$ cat src/rtl/shift_sequencer.sv
// shift_sequencer: multi-cycle shift unit controller for the MIPS datapath.
// Selects a 5-bit shift amount, shifts a 32-bit operand iteratively and
// signals completion with a one-cycle done pulse.
// Optional build macro: SHIFT_SEQ_FAST_EN enables 4-position steps while
// the remaining count is at least 4.
module shift_sequencer (
    input  logic        clk,
    input  logic        reset_n,
    input  logic        start,
    input  logic [1:0]  shift_type,
    input  logic [1:0]  amt_src,
    input  logic [4:0]  reg_b_amt,
    input  logic [4:0]  shamt,
    input  logic [4:0]  ext_off_amt,
    input  logic [31:0] data_in,
    output logic [1:0]  amt_sel,
    output logic        busy,
    output logic        done,
    output logic [31:0] result,
    output logic        err
);

    typedef enum logic [1:0] {
        ST_IDLE  = 2'd0,
        ST_SHIFT = 2'd1,
        ST_DONE  = 2'd2
    } state_t;

    localparam logic [1:0] TYPE_SLL = 2'b00;
    localparam logic [1:0] TYPE_SRL = 2'b01;
    localparam logic [1:0] TYPE_SRA = 2'b10;
    localparam logic [1:0] TYPE_ROR = 2'b11;

    state_t      state_q, state_d;
    logic [4:0]  count_q, count_d;
    logic [31:0] result_q, result_d;
    logic [1:0]  type_q, type_d;
    logic [1:0]  amt_sel_q, amt_sel_d;
    logic        err_q, err_d;

    logic [4:0]  sel_amt;
    logic [4:0]  step_size;
    logic [31:0] step_result;

    // Single-position step; fill depends on the latched shift type.
    function automatic logic [31:0] shift_by_one(input logic [31:0] v, input logic [1:0] t);
        logic [31:0] r;
        case (t)
            TYPE_SLL: r = {v[30:0], 1'b0};
            TYPE_SRL: r = {1'b0, v[31:1]};
            TYPE_SRA: r = {v[31], v[31:1]};
            TYPE_ROR: r = {v[0], v[31:1]};
            default:  r = v;
        endcase
        return r;
    endfunction

`ifdef SHIFT_SEQ_FAST_EN
    // Four-position step with the same fill rules as the single step.
    function automatic logic [31:0] shift_by_four(input logic [31:0] v, input logic [1:0] t);
        logic [31:0] r;
        case (t)
            TYPE_SLL: r = {v[27:0], 4'b0000};
            TYPE_SRL: r = {4'b0000, v[31:4]};
            TYPE_SRA: r = {{4{v[31]}}, v[31:4]};
            TYPE_ROR: r = {v[3:0], v[31:4]};
            default:  r = v;
        endcase
        return r;
    endfunction
`endif

    // Shift-amount mux using the datapath's 0/1/2 source encoding.
    always_comb begin
        sel_amt = 5'd0;
        case (amt_src)
            2'd0:    sel_amt = reg_b_amt;
            2'd1:    sel_amt = shamt;
            2'd2:    sel_amt = ext_off_amt;
            default: sel_amt = 5'd0;
        endcase
    end

    // One SHIFT-state step: size of the step and the resulting operand.
    always_comb begin
        step_size   = 5'd1;
        step_result = shift_by_one(result_q, type_q);
`ifdef SHIFT_SEQ_FAST_EN
        if (count_q >= 5'd4) begin
            step_size   = 5'd4;
            step_result = shift_by_four(result_q, type_q);
        end
`endif
    end

    // Next-state and datapath-register updates for the IDLE/SHIFT/DONE sequence.
    always_comb begin
        state_d   = state_q;
        count_d   = count_q;
        result_d  = result_q;
        type_d    = type_q;
        amt_sel_d = amt_sel_q;
        err_d     = err_q;
        case (state_q)
            ST_IDLE: begin
                if (start) begin
                    if (amt_src == 2'd3) begin
                        err_d     = 1'b1;
                        amt_sel_d = 2'd3;
                    end else begin
                        result_d  = data_in;
                        type_d    = shift_type;
                        amt_sel_d = amt_src;
                        count_d   = sel_amt;
                        err_d     = 1'b0;
                        state_d   = (sel_amt == 5'd0) ? ST_DONE : ST_SHIFT;
                    end
                end
            end
            ST_SHIFT: begin
                result_d = step_result;
                count_d  = count_q - step_size;
                if (count_d == 5'd0) begin
                    state_d = ST_DONE;
                end
            end
            ST_DONE: begin
                state_d = ST_IDLE;
            end
            default: begin
                state_d = ST_IDLE;
            end
        endcase
    end

    // State and datapath registers; reset discards any partial result.
    always_ff @(posedge clk or negedge reset_n) begin
        if (!reset_n) begin
            state_q   <= ST_IDLE;
            count_q   <= 5'd0;
            result_q  <= 32'd0;
            type_q    <= TYPE_SLL;
            amt_sel_q <= 2'd0;
            err_q     <= 1'b0;
        end else begin
            state_q   <= state_d;
            count_q   <= count_d;
            result_q  <= result_d;
            type_q    <= type_d;
            amt_sel_q <= amt_sel_d;
            err_q     <= err_d;
        end
    end

    assign busy    = (state_q == ST_SHIFT) || (state_q == ST_DONE);
    assign done    = (state_q == ST_DONE);
    assign result  = result_q;
    assign amt_sel = amt_sel_q;
    assign err     = err_q;

endmodule

$ cat config.mk
export PLATFORM = sky130hd
export DESIGN_NAME = shift_sequencer
export DESIGN_NICKNAME = d
export VERILOG_FILES = /design/src/rtl/shift_sequencer.sv
export SDC_FILE = /design/constraint.sdc
export NUM_CORES = 1
export LEC_CHECK = 0
export BUFFER_PORTS_ARGS = -buffer_cell sky130_fd_sc_hd__buf_2
export CORE_ASPECT_RATIO = 0.9
export CORE_MARGIN = 2
export CORE_UTILIZATION = 54
export DETAILED_ROUTE_END_ITERATION = 10
export GPL_ROUTABILITY_DRIVEN = 0
export HOLD_SLACK_MARGIN = 0.08
export PLACE_DENSITY = 0.85
export SLEW_MARGIN = 15
export SYNTH_ARGS = -nofsm -noshare
export SYNTH_HDL_FRONTEND = slang
export SYNTH_SLANG_ARGS = --single-unit
$ cat constraint.sdc
create_clock -name clk -period 4.4 [get_ports clk]
set_input_delay 0 -clock clk [delete_from_list [all_inputs] [get_ports clk]]
set_output_delay 0 -clock clk [all_outputs]
set_load 0.01 [all_outputs]
==> flow_metrics.env, run 1 <==
export IMPL_relSlewSlack_pct=34.22
export IMPL_period_needed_ns=2.179
export IMPL_synthCells=337
export IMPL_combPwrFrac_pct=48.9
export IMPL_postRouteWirelength_mm=7.133
export IMPL_async_reset_ff_share_pct=100.0
export IMPL_ys_warn_count=0
export IMPL_p_per_area_nw_per_um2=630.5
export IMPL_outcome="complete, no violations"
export IMPL_power_total_mw=2.202
export IMPL_cp_required_ns=4.54
export IMPL_rr_worst_depth=5
export IMPL_start_kind="flop"
export IMPL_worstSetupEndpointType="flop"
export IMPL_yosys_top_cells_area="dfrtp_1 (42%), a21oi_1 (14%), o21ai_0 (11%)"
export IMPL_diodes=0
export IMPL_place_area_sq_um=3038
export IMPL_track_usage_pct=26.46
export IMPL_yosys_register_bits=44
export IMPL_grt_ovfl_total=0
export IMPL_irDropWorstVdd_v=0.0003262
export IMPL_die_w_um=77.76
export IMPL_drv_cap=0
export IMPL_preCtsSetupSlack_ns=2.044
export IMPL_initial_utilization_pct=55.37
export IMPL_synth_net_count=396
export IMPL_core_area_sq_um=4775
export IMPL_final_common_cell="buf_2"
export IMPL_synthFlopType="dfrtp_1"
export IMPL_setup_violations=0
export IMPL_finalSetupTns_ns=0
export IMPL_drc=0
export IMPL_internal_power_mw=1.157
export IMPL_cts_setup_buffers=0
export IMPL_syn_area_sq_um=2644
export IMPL_ctsHtreeMaxLevel=2
export IMPL_hold_class="input port to flop"
export IMPL_crit_fanout=62
export IMPL_cts_buffers=5
export IMPL_grt_start_max_net_pins=68
export IMPL_antenna_found_initial=0
export IMPL_fin_skew_ns=0.004217
export IMPL_area_sequential_sq_um=1101
export IMPL_reg2reg_to="result[23]"
export IMPL_multi_input_area_sq_um=1384
export IMPL_slowest_stage="o21a_2"
export IMPL_grt_pass1_wl_mm=11.76
export IMPL_ctsResizeCount=0
export IMPL_p_leak_nw=1.575
export IMPL_crit_chain="inv_1 > ha_1 > nand2_1 > o21a_2 > o21ai_0"
export IMPL_hold_start="start"
export IMPL_power_frac_clock_pct=12.0
export IMPL_via_per_inst=5.641
export IMPL_nFillCells=352
export IMPL_fmax_ghz=0.4590
export IMPL_synth_edf_count=0
export IMPL_row_count=24
export IMPL_critical_path_class="flop to flop"
export IMPL_area_growth_syn_to_layout_pct=32.13
export IMPL_rrSetupSlack_ns=2.22
export IMPL_drt_iter0_markers=328
export IMPL_crit_path_max_incr_delay_ns=0.82
export IMPL_fin_area_sq_um=3493
export IMPL_root_buffer="clkbuf_8"
export IMPL_clock_sinks=44
export IMPL_wire_per_inst_um=13.99
export IMPL_yosysTopAreaCell="dfrtp_1"
export IMPL_clk_pin_slew_ns=0.08
export IMPL_synth_seq_area_share_pct=41.65
export IMPL_fin_hold_ws_ns=0.08698
export IMPL_holdBufCountCts=36
export IMPL_dp_hpwl_mm=4.351
export IMPL_drive_gt1_share_pct=24.94
export IMPL_fin_ws_ns=2.221
export IMPL_layout_nets=503
export IMPL_ant_nets=0
export IMPL_slew_viol_final=0
export IMPL_pwr_share_seq_pct=39.1
export IMPL_synth_distinct_cells=32
export IMPL_worstHoldPathCells=3
export IMPL_synth_area_per_cell_sq_um=7.845
export IMPL_dr_pass1_iters=5
export IMPL_io_pins=91
export IMPL_swShare_pct=47.48
export IMPL_r2r_start="state_q[0]"
export IMPL_io_buffers=90
export IMPL_synth_top_area_share_pct=41.65
export IMPL_grt_pass1_vias=2603
export IMPL_num_vias=2877
export IMPL_die_h_um=70.38
export IMPL_p_switching_mw=1.046
export IMPL_design_die_area_sq_um=5472
export IMPL_layout_common_cells="buf_2 (90), a21oi_1 (74), nand2_1 (73)"
export IMPL_critPathArrivalTime_ns=2.31
export IMPL_min_to="state_q[1]"
export IMPL_worst_pin_slew_ns=0.9867
export IMPL_finalHoldViolations=0
export IMPL_cts_buffer_depth=2
export IMPL_fin_crit_sh_pct=49.52
export IMPL_rsz0062_at_grt="false"
export IMPL_cts_tree="built"
export IMPL_clk_latency_ns=0.29
==> per-layer routing <==
layer	track usage, %	wire length [um]
met4	10.32	159
met5	0	0
met1	34.59	2967
met2	43.49	3578
met3	4.910	428
==> state kept, by name (all words and copies together), names as in the netlist <==
register / flops
amt_sel: 2
state_q: 2
result: 32
count_q: 5
type_q: 2
err: 1
==> synth_stat cells (2+ instances only) <==
| cell type | count |
|---|---|
| a21oi_1 | 74 |
| nand2_1 | 73 |
| o21ai_0 | 60 |
| dfrtp_1 | 44 |
| clkbuf_1 | 12 |
| o21ai_1 | 9 |
| buf_2 | 8 |
| nand3_1 | 6 |
| ha_1 | 5 |
| inv_1 | 5 |
| mux2_2 | 5 |
| mux2i_1 | 5 |
| nor2_1 | 5 |
| buf_6 | 4 |
| buf_4 | 2 |
| nor3b_1 | 2 |
| o211ai_1 | 2 |
| o22ai_1 | 2 |
==> cells by family (layout without fill, tap and decap cells) <==
family	Yosys count	in the layout	share of synthesized area [%]
adders and majority gates	5	5	2.366
buffers and inverters	32	140	6.341
DFF	44	44	41.65
AOI/OAI and AO/OA	154	154	30.62
muxes	10	10	4.023
xor gates and xnor gates	2	2	0.6627
and+or+nand+nor	90	90	14.34
==> critical path, delay by kind of cell, from the launching register on <==
kind / cells / cell delay, ns
AO/OA/AOI/OAI: 2 / 1.05
adder cells (fa/ha/maj): 1 / 0.29
buffers and inverters: 1 / 0.08
flip-flops: 1 / 0.40
AND/OR/NAND/NOR: 1 / 0.18
==> area by class of cell <==
type	instances	share of cell area, %
Multi-Input combinational cell	261	39.61
Sequential cell	44	31.52
Timing Repair Buffer	127	23.42
Clock buffer	8	2.579
Tap cell	65	2.328
Inverter	5	0.5372
==> worst max path at each step <==
stage,startpoint,to,slack [ns],cells after the start
global route,state_q[0],result[30],1.95,5
floorplan,state_q[0],count_q[0],2.80,6
finish,state_q[0],result[23],2.22,5
detailed placement,type_q[0],result[3],2.04,5
CTS,type_q[0],result[3],2.01,5
global placement,type_q[0],result[29],2.17,5
==> per-stage QoR <==
step,instances,util (%)
global placement,466,63.63
global route,510,73.17
finish,510,73.17
floorplan,337,-
detailed placement,466,63.63
CTS,510,73.06
==> power groups by stage <==
stage	sequential [mW]	clock (mW)	combinational, mW
2_1_floorplan	0.832	0	0.752
3_3_place_gp	0.845	0	0.990
3_5_place_dp	0.852	0	1.04
4_1_cts	0.847	0.267	1.06
5_1_grt	0.896	0.280	1.23
6_report	0.862	0.264	1.08
Note: power is estimated with default switching activity, not from simulation.
==> run 2, diff against run 1 <==
--- a/config.mk
+++ b/config.mk
@@ -8,11 +8,11 @@
 export BUFFER_PORTS_ARGS = -buffer_cell sky130_fd_sc_hd__buf_2
 export CORE_ASPECT_RATIO = 0.9
 export CORE_MARGIN = 2
-export CORE_UTILIZATION = 54
+export CORE_UTILIZATION = 45
 export DETAILED_ROUTE_END_ITERATION = 10
 export GPL_ROUTABILITY_DRIVEN = 0
 export HOLD_SLACK_MARGIN = 0.08
-export PLACE_DENSITY = 0.85
+export PLACE_DENSITY = 0.76
 export SLEW_MARGIN = 15
 export SYNTH_ARGS = -nofsm -noshare
 export SYNTH_HDL_FRONTEND = slang
==> constraint.sdc (replaced) <==
create_clock -name clk -period 1.94 [get_ports clk]
set_input_delay 0 -clock clk [delete_from_list [all_inputs] [get_ports clk]]
set_output_delay 0 -clock clk [all_outputs]
set_load 0.01 [all_outputs]
==> run 2 against run 1 <==
  * Non-clock buffer count is 11 higher
  * Setup slack worse by 2.0 ns
  * Die area grew 19%
  * Maximum frequency grew 24%
  * Combinational power grew to 2.5 times the previous value
  * Register-to-register slack lost 2.0 ns
  * Flip-flop and latch count unchanged
  * Critical path depth is 1 higher
  * Highest routed layer unchanged
==> flow_metrics.env, run 2 (synthesis gave the netlist of run 1 again) <==
export IMPL_outcome="complete, no violations"
export IMPL_layout_nets=514
export IMPL_fin_skew_ns=0.007611
export IMPL_grt_pass1_wl_mm=12.01
export IMPL_track_usage_pct=22.41
export IMPL_worst_pin_slew_ns=0.5634
export IMPL_design_die_area_sq_um=6505
export IMPL_grt_ovfl_total=0
export IMPL_ctsResizeCount=0
export IMPL_period_needed_ns=1.753
export IMPL_nFillCells=522
export IMPL_via_per_inst=5.313
export IMPL_final_common_cell="buf_2"
export IMPL_critical_path_class="flop to flop"
export IMPL_p_leak_nw=1.636
export IMPL_cts_tree="built"
export IMPL_fin_area_sq_um=3601
export IMPL_clock_sinks=44
export IMPL_hold_class="input port to flop"
export IMPL_critPathArrivalTime_ns=1.97
export IMPL_holdBufCountCts=37
export IMPL_drv_cap=0
export IMPL_drt_iter0_markers=171
export IMPL_cts_buffer_depth=2
export IMPL_rsz0062_at_grt="false"
export IMPL_dr_pass1_iters=4
export IMPL_finalSetupTns_ns=0
export IMPL_grt_start_max_net_pins=47
export IMPL_wire_per_inst_um=13.49
export IMPL_postRouteWirelength_mm=7.068
export IMPL_cts_setup_buffers=0
export IMPL_p_per_area_nw_per_um2=1444
export IMPL_row_count=26
export IMPL_worstSetupEndpointType="flop"
export IMPL_clk_latency_ns=0.30
export IMPL_area_growth_syn_to_layout_pct=36.20
export IMPL_cp_required_ns=2.16
export IMPL_core_area_sq_um=5660
export IMPL_cts_buffers=5
export IMPL_largest_reg_flops=32
export IMPL_layout_common_cells="buf_2 (90), a21oi_1 (74), nand2_1 (73)"
export IMPL_place_area_sq_um=3132
export IMPL_clk_pin_slew_ns=0.08
export IMPL_die_h_um=76.72
export IMPL_fin_hold_ws_ns=0.09325
export IMPL_io_pins=91
export IMPL_grt_pass1_vias=2619
export IMPL_die_w_um=84.80
export IMPL_initial_utilization_pct=46.71
export IMPL_num_vias=2784
export IMPL_drc=0
export IMPL_dp_hpwl_mm=4.668
export IMPL_setup_violations=0
export IMPL_ant_nets=0
export IMPL_irDropWorstVdd_v=0.0007798
export IMPL_crit_fanout=15
export IMPL_fmax_ghz=0.5705
export IMPL_io_buffers=90
export IMPL_start_kind="flop"
export IMPL_root_buffer="clkbuf_8"
export IMPL_relSlewSlack_pct=62.44
export IMPL_fin_crit_sh_pct=90.36
export IMPL_finalHoldViolations=0
export IMPL_antenna_found_initial=0
export IMPL_ctsHtreeMaxLevel=2
export IMPL_diodes=0
export IMPL_power_total_mw=5.198
export IMPL_slew_viol_final=0
export IMPL_drive_gt1_share_pct=26.65
==> run 2: changes by cell type in the layout (fill, tap and decap cells not counted), sizes merged <==
cell	change
buf	+10
clkbuf	-3
bufinv	+1
dlygate4sd3	+1
==> run 2: layout make-up <==
cell class / instances / area [sq um] / share of cell area (%)
Clock buffer: 5 / 68.82 / 1.911
Clock inverter: 1 / 30.03 / 0.8339
Inverter: 5 / 18.77 / 0.5212
Multi-Input combinational cell: 261 / 1379 / 38.29
Sequential cell: 44 / 1101 / 30.58
Tap cell: 70 / 87.58 / 2.432
Timing Repair Buffer: 138 / 915.9 / 25.43
==> run 2: metal layers <==
| metal | up-vias | routed length (um) | GRT usage (%) |
|---|---|---|---|
| li1 | 1411 | - | - |
| met1 | 1283 | 3264 | 30.67 |
| met2 | 82 | 3347 | 36.61 |
| met3 | 8 | 351 | 3.337 |
| met4 | 0 | 105 | 7.143 |
| met5 | - | 0 | 0 |
==> run 2: critical path, stage by stage (launching register included) <==
cell     delay, ns
dfrtp_1       0.42
inv_1         0.10
ha_1          0.31
mux2_2        0.49
nand3_1       0.12
o21ai_0       0.09
a31oi_1       0.15
==> run 2: report_power, final <==
group / total (mW) / leakage [nW] / internal [mW] / switching [mW]
clock network: 0.676 / 0.0501 / 0.370 / 0.307
registers: 1.79 / 0.541 / 1.36 / 0.429
logic: 2.73 / 1.04 / 1.11 / 1.62
total: 5.20 / 1.64 / 2.84 / 2.36
==> run 2: final timing paths <==
kind,slack (ns),from,depth (start not counted),end
setup / recovery,0.19,state_q[0],6,count_q[0]
hold / removal,0.09,amt_src[0],3,err
setup reg to reg,0.19,state_q[0],6,count_q[0]
hold reg to reg,0.51,amt_sel[1],1,amt_sel[1]
max in group asynchronous,1.25,reset_n,3,result[14]
min in group asynchronous,0.31,reset_n,3,result[28]
==> run 2: stage by stage <==
step           setup slack, ns  cells  util (%)
2_1_floorplan           0.3448    337         -
3_3_place_gp            0.3228    481     55.33
3_5_place_dp            0.2074    481     55.33
4_1_cts                 0.1910    524     63.62
5_1_grt                0.08694    524     63.62
6_report                0.1871    524     63.62
